$ cat src/rtl/cmd_issuer_pkg.sv
// Shared definitions for the SDRAM command interface: command codes, issuer FSM states, default widths.
// These command codes are also used by the controller-side command decoder.
package cmd_issuer_pkg;

   localparam int PADD_SIZE_DEF   = 24;
   localparam int CMD_SIZE_DEF    = 3;
   localparam int ACK_TIMEOUT_DEF = 64;
   localparam int RF_W_DEF        = 16;

   localparam logic [2:0] CMD_NOP        = 3'b000;
   localparam logic [2:0] CMD_READA      = 3'b001;
   localparam logic [2:0] CMD_WRITEA     = 3'b010;
   localparam logic [2:0] CMD_REFRESH    = 3'b011;
   localparam logic [2:0] CMD_PRECHARGE  = 3'b100;
   localparam logic [2:0] CMD_LOAD_MODE  = 3'b101;
   localparam logic [2:0] CMD_LOAD_TIME  = 3'b110;
   localparam logic [2:0] CMD_LOAD_RFCNT = 3'b111;

   typedef enum logic [1:0] {
      IDLE     = 2'b00,
      WAIT_ACK = 2'b01,
      RELEASE  = 2'b10
   } state_t;

   function automatic logic is_nop(input logic [2:0] code);
      return (code == CMD_NOP);
   endfunction

endpackage

$ cat src/rtl/cmd_issuer_refresh_timer.sv
// Auto-refresh interval down-counter with a sticky pending flag.
// Only built when AUTO_REFRESH_EN is defined; otherwise this file is empty.
`ifdef AUTO_REFRESH_EN
module cmd_issuer_refresh_timer
   import cmd_issuer_pkg::*;
#(
   parameter int RF_W = RF_W_DEF
) (
   input  logic            clk0,
   input  logic            reset,
   input  logic [RF_W-1:0] rf_period,
   input  logic            clear,
   output logic            pending
);

   logic [RF_W-1:0] cnt_r;
   logic            pending_r;
   logic            expire_s;

   // Expiry: counter reached zero while a non-zero period is programmed.
   always_comb begin
      expire_s = 1'b0;
      if ((cnt_r == '0) && (rf_period != '0)) begin
         expire_s = 1'b1;
      end else begin
         expire_s = 1'b0;
      end
   end

   // Counter reload/decrement and pending flag; clear only occurs while pending, so a
   // coincident expiry is absorbed rather than re-arming the flag.
   always_ff @(posedge clk0) begin
      if (reset) begin
         cnt_r     <= '0;
         pending_r <= 1'b0;
      end else begin
         if (expire_s) begin
            cnt_r <= rf_period;
         end else if (cnt_r != '0) begin
            cnt_r <= cnt_r - RF_W'(1);
         end else begin
            cnt_r <= cnt_r;
         end
         if (clear) begin
            pending_r <= 1'b0;
         end else if (expire_s) begin
            pending_r <= 1'b1;
         end else begin
            pending_r <= pending_r;
         end
      end
   end

   assign pending = pending_r;

endmodule
`endif

$ cat src/rtl/cmd_issuer.sv
// Initiator side of the processor-to-SDRAM-controller command interface.
// Optional periodic auto-refresh is enabled by defining AUTO_REFRESH_EN.
module cmd_issuer
   import cmd_issuer_pkg::*;
#(
   parameter int padd_size   = PADD_SIZE_DEF,
   parameter int cmd_size    = CMD_SIZE_DEF,
   parameter int ACK_TIMEOUT = ACK_TIMEOUT_DEF,
   parameter int RF_W        = RF_W_DEF
) (
   input  logic                 clk0,
   input  logic                 reset,
   input  logic                 req_valid,
   output logic                 req_ready,
   input  logic [cmd_size-1:0]  req_cmd,
   input  logic [padd_size-1:0] req_addr,
   input  logic [RF_W-1:0]      rf_period,
   input  logic                 cmdack,
   output logic [cmd_size-1:0]  cmd,
   output logic [padd_size-1:0] paddr,
   output logic                 busy,
   output logic                 done,
   output logic                 timeout_err,
   output logic                 rf_pending
);

   localparam int TO_W = (ACK_TIMEOUT > 2) ? $clog2(ACK_TIMEOUT) : 1;

   state_t               state_r;
   logic [cmd_size-1:0]  cmd_r;
   logic [padd_size-1:0] paddr_r;
   logic                 busy_r;
   logic                 done_r;
   logic                 timeout_err_r;
   logic [TO_W-1:0]      to_cnt_r;
   logic                 rf_pending_s;
   logic                 ready_s;

`ifdef AUTO_REFRESH_EN
   logic rf_clear_s;

   // A pending refresh is consumed the cycle the FSM launches it from IDLE.
   always_comb begin
      rf_clear_s = 1'b0;
      if ((state_r == IDLE) && rf_pending_s) begin
         rf_clear_s = 1'b1;
      end else begin
         rf_clear_s = 1'b0;
      end
   end

   cmd_issuer_refresh_timer #(
      .RF_W (RF_W)
   ) refresh_timer (
      .clk0      (clk0),
      .reset     (reset),
      .rf_period (rf_period),
      .clear     (rf_clear_s),
      .pending   (rf_pending_s)
   );
`else
   logic unused_rf_period_s;
   assign unused_rf_period_s = |rf_period;
   assign rf_pending_s       = 1'b0;
`endif

   // Host may transfer only in IDLE with no refresh waiting; refresh wins arbitration.
   always_comb begin
      ready_s = 1'b0;
      if ((state_r == IDLE) && !rf_pending_s) begin
         ready_s = 1'b1;
      end else begin
         ready_s = 1'b0;
      end
   end

   // Command FSM: issue, hold until ack or timeout, then force at least one NOP.
   always_ff @(posedge clk0) begin
      if (reset) begin
         state_r       <= IDLE;
         cmd_r         <= cmd_size'(CMD_NOP);
         paddr_r       <= '0;
         busy_r        <= 1'b0;
         done_r        <= 1'b0;
         timeout_err_r <= 1'b0;
         to_cnt_r      <= '0;
      end else begin
         done_r        <= 1'b0;
         timeout_err_r <= 1'b0;
         case (state_r)
            IDLE: begin
               cmd_r    <= cmd_size'(CMD_NOP);
               to_cnt_r <= '0;
               if (rf_pending_s) begin
                  cmd_r   <= cmd_size'(CMD_REFRESH);
                  paddr_r <= '0;
                  busy_r  <= 1'b1;
                  state_r <= WAIT_ACK;
               end else if (req_valid && !is_nop(3'(req_cmd))) begin
                  cmd_r   <= req_cmd;
                  paddr_r <= req_addr;
                  busy_r  <= 1'b1;
                  state_r <= WAIT_ACK;
               end else if (req_valid) begin
                  done_r  <= 1'b1;
               end else begin
                  state_r <= IDLE;
               end
            end
            WAIT_ACK: begin
               if (cmdack) begin
                  done_r  <= 1'b1;
                  cmd_r   <= cmd_size'(CMD_NOP);
                  state_r <= RELEASE;
               end else if (to_cnt_r == TO_W'(ACK_TIMEOUT - 1)) begin
                  timeout_err_r <= 1'b1;
                  cmd_r         <= cmd_size'(CMD_NOP);
                  state_r       <= RELEASE;
               end else begin
                  to_cnt_r <= to_cnt_r + TO_W'(1);
               end
            end
            RELEASE: begin
               cmd_r <= cmd_size'(CMD_NOP);
               if (!cmdack) begin
                  busy_r  <= 1'b0;
                  state_r <= IDLE;
               end else begin
                  state_r <= RELEASE;
               end
            end
            default: begin
               cmd_r   <= cmd_size'(CMD_NOP);
               busy_r  <= 1'b0;
               state_r <= IDLE;
            end
         endcase
      end
   end

   assign req_ready   = ready_s;
   assign cmd         = cmd_r;
   assign paddr       = paddr_r;
   assign busy        = busy_r;
   assign done        = done_r;
   assign timeout_err = timeout_err_r;
   assign rf_pending  = rf_pending_s;

endmodule
$ cat config.mk
export PLATFORM = sky130hd
export DESIGN_NAME = cmd_issuer
export DESIGN_NICKNAME = d
export VERILOG_FILES = /design/src/rtl/cmd_issuer_pkg.sv /design/src/rtl/cmd_issuer_refresh_timer.sv /design/src/rtl/cmd_issuer.sv
export SDC_FILE = /design/constraint.sdc
export NUM_CORES = 1
export LEC_CHECK = 0
export BUFFER_PORTS_ARGS = -buffer_cell sky130_fd_sc_hd__buf_2
export CAP_MARGIN = 20
export CELL_PAD_IN_SITES_DETAIL_PLACEMENT = 1
export CELL_PAD_IN_SITES_GLOBAL_PLACEMENT = 1
export CORE_UTILIZATION = 31
export DETAILED_ROUTE_END_ITERATION = 10
export PLACE_DENSITY_LB_ADDON = 0.1
export SYNTH_ARGS = -nofsm -noshare
export SYNTH_HDL_FRONTEND = slang
export SYNTH_HIERARCHICAL = 1
export SYNTH_SLANG_ARGS = --single-unit
$ cat constraint.sdc
create_clock -name clk0 -period 2 [get_ports clk0]
set_clock_uncertainty 0.15 [all_clocks]
set_input_delay 0.1 -clock clk0 [delete_from_list [all_inputs] [get_ports clk0]]
set_output_delay 0.1 -clock clk0 [all_outputs]
set_load 0.03 [all_outputs]
==> run metrics <==
Area Growth Syn to Fin 46.5%; cell area after synthesis 1530 um2; Overflow after GRT 0; die width 72.3 um; fin crit share 86.8%; cts bufs inserted 5; Total Neg Setup Slack 0 ps; CP max-delay cell dlygate4sd3_1; Worst-Skew Late Latency 280 ps; Iter 0 DRT Violations 50; I/O pin count 79; share of synthesized flip-flops with an asynchronous set or reset 0%; initial antenna violation count 0; maximum fanout along the worst path 24; Crit Path Class primary input to flop; Post-Synthesis Cells 181; H-tree depth 2; DR vias 1561; Final Setup Violations 0; wire per inst 12.7 um; Core ar. 4720 um2; Worst Path Buf+Inv 3; DRC violations left 0; Final Hold Viols 0; worst path cell trace dlygate4sd3_1 > buf_2 > or3_4 > nand3_2 > buf_4 > nand2_1 > a21oi_1; status complete, no violations; Pwr Density 804 nW/um2; Leak 0.969 nW; Clk pwr share 36.0%; GPL Wtd Cong 0.717; Syn Area/Cell 8.45 um2; crit end category flop; die area 5220 um2; Antenna Violating Nets Remaining 0; first-pass GRT wire length 6.84 mm; type of the most critical hold path primary input to flop; Int Power 0.00132 W; sequential area share after synthesis 49.7%; time the worst path needs with I/O delays and setup 1740 ps; CP Launch Type primary input; CP arrival 1780 ps; worst hold slack 20.2 ps; top cell family by delay on the critical path buffers and inverters; Switching Share 26.5%; Via density 4.69; count of cell types in the netlist 36; WP data required 2050 ps; flops & latches, synth 38; max_cap viols 0; sequential cell fraction of total power 45.6%; layout cells sized above 1 29.3%; GRT Total Usage 16.9%; Primary FF master, synth dfxtp_1; Worst-Margin Slew 729 ps; chip height 72.3 um; ant diodes 0; number of setup buffers added after CTS 0; row count 25; maximum vdd drop 0.000413 V; # port buffers 61; Resize count post-CTS 0; CTS root buf clkbuf_8; Max Clock Freq 576 MHz; relative slew slack 51.4%; Comb pwr share 18.3%; register clock-pin slew on the reported worst setup and hold paths 70 ps; vias in the first global route 1537; max-slew violations 0; Syn Nets 229; Nets 314; Initial Utilization 32.4%; clk sink count 38; EDFF count, synth 0; CTS tree done; Hold-fix buffers, CTS 27; synth warn 6; Pre-antenna DRT Iters 4; WL final 4.24 mm; RSZ-0062 raised after global routing no; NetSw 0.000479 W; Final HPWL DP 2.58 mm; worst-case clock buffer depth 2; crit-path max cell delay 540 ps; largest net degree at the start of global routing 41
==> registers in the layout, summed over array words and instances, names as in the netlist <==
name,flops
paddr,24
timeout_err,1
done,1
cmd,3
state_r,2
to_cnt_r,6
busy,1
==> final timing paths <==
check | startpoint | to | slack, ps | cells past startpoint
min | req_valid | cmd[2]$_SDFFE_PP0P_ | 20 | 3
max | req_cmd[2] | paddr[2]$_SDFFE_PP0P_ | 260 | 7
min reg2reg | paddr[18]$_SDFFE_PP0P_ | paddr[18]$_SDFFE_PP0P_ | 300 | 2
max reg2reg | state_r[1]$_SDFFE_PP0P_ | to_cnt_r[1]$_SDFFE_PP0P_ | 400 | 4
==> power groups by stage <==
stage / Clock, W / Sequential [W] / Combinational (W)
after floorplan: 0 / 0.000911 / 0.000132
after global placement: 0 / 0.000839 / 0.000290
after detailed placement: 0 / 0.000841 / 0.000292
after CTS: 0.000676 / 0.000824 / 0.000333
after global routing: 0.000707 / 0.000829 / 0.000362
final: 0.000649 / 0.000823 / 0.000331
==> worst reg2reg max path, delay by kind of cell, from the launching register on <==
kind            cells  cell delay (ps)
compound gates      3              720
simple gates        1              220
flops               1              430
==> layer usage <==
metal / wire [um] / global-route usage [%] / vias up
met4: 25 / 3.92 / 0
met1: 1860 / 19.5 / 733
met2: 2150 / 31.3 / 41
met3: 208 / 4.17 / 2
met5: 0 / 0 / -
li1: - / - / 785
==> synth_stat cells (2+ instances only) <==
cell type | count | area, um2
a21oi_1 | 31 | 155
nor2_1 | 8 | 30.0
a32oi_1 | 4 | 35.0
o21ai_0 | 3 | 15.0
inv_1 | 2 | 7.51
buf_2 | 3 | 15.0
nor3b_1 | 2 | 15.0
buf_6 | 3 | 33.8
a31oi_1 | 2 | 12.5
nand2b_1 | 2 | 12.5
nand4_1 | 2 | 12.5
nand3_1 | 3 | 15.0
nor3_1 | 2 | 10.0
nand2_1 | 50 | 188
dfxtp_1 | 38 | 761
and3_4 | 2 | 22.5
clkbuf_1 | 5 | 18.8
==> layout make-up <==
cell class / count / area, um2
inverter: 2 / 7.51
clock buffer: 6 / 82.6
timing repair buffer: 90 / 591
multi-input combinational: 129 / 687
clock inverter: 1 / 30.0
sequential: 38 / 761
tap: 67 / 83.8
fill: 597 / 2480
==> layout by cell type (no fill, tap or decap), types with 2 or more instances in the layout <==
cell type       n
o21ai_0         3
and3_4          2
nor3_1          2
a31oi_1         2
nand4_1         2
dfxtp_1        38
nand2b_1        2
nand2_1        50
inv_1           2
nand3_1         3
a32oi_1         4
nor3b_1         2
a21oi_1        31
nor2_1          8
buf_4           2
dlygate4sd3_1  27
clkbuf_8        6
buf_2          61
==> cell families (layout without fill, tap and decap cells) <==
family,Yosys count,in the layout,share of synthesized area (%)
fa+ha+maj,1,1,0.818
compound gates,47,47,18.2
other cells,1,1,0.245
flops,38,38,49.7
simple gates,80,80,25.7
buf+inv,14,99,5.40
==> stage by stage <==
stage	cells	total power (W)	util (%)	worst slack, ps	cell area (um2)
detailed placement	299	0.00113	39.4	394	1860
CTS	333	0.00183	47.5	285	2240
floorplan	181	0.00104	-	451	1530
global route	333	0.00190	47.5	217	2240
finish	333	0.00180	47.5	265	2240
global placement	299	0.00113	39.4	394	1860
No activity file was read; power rests on OpenSTA's default activity.
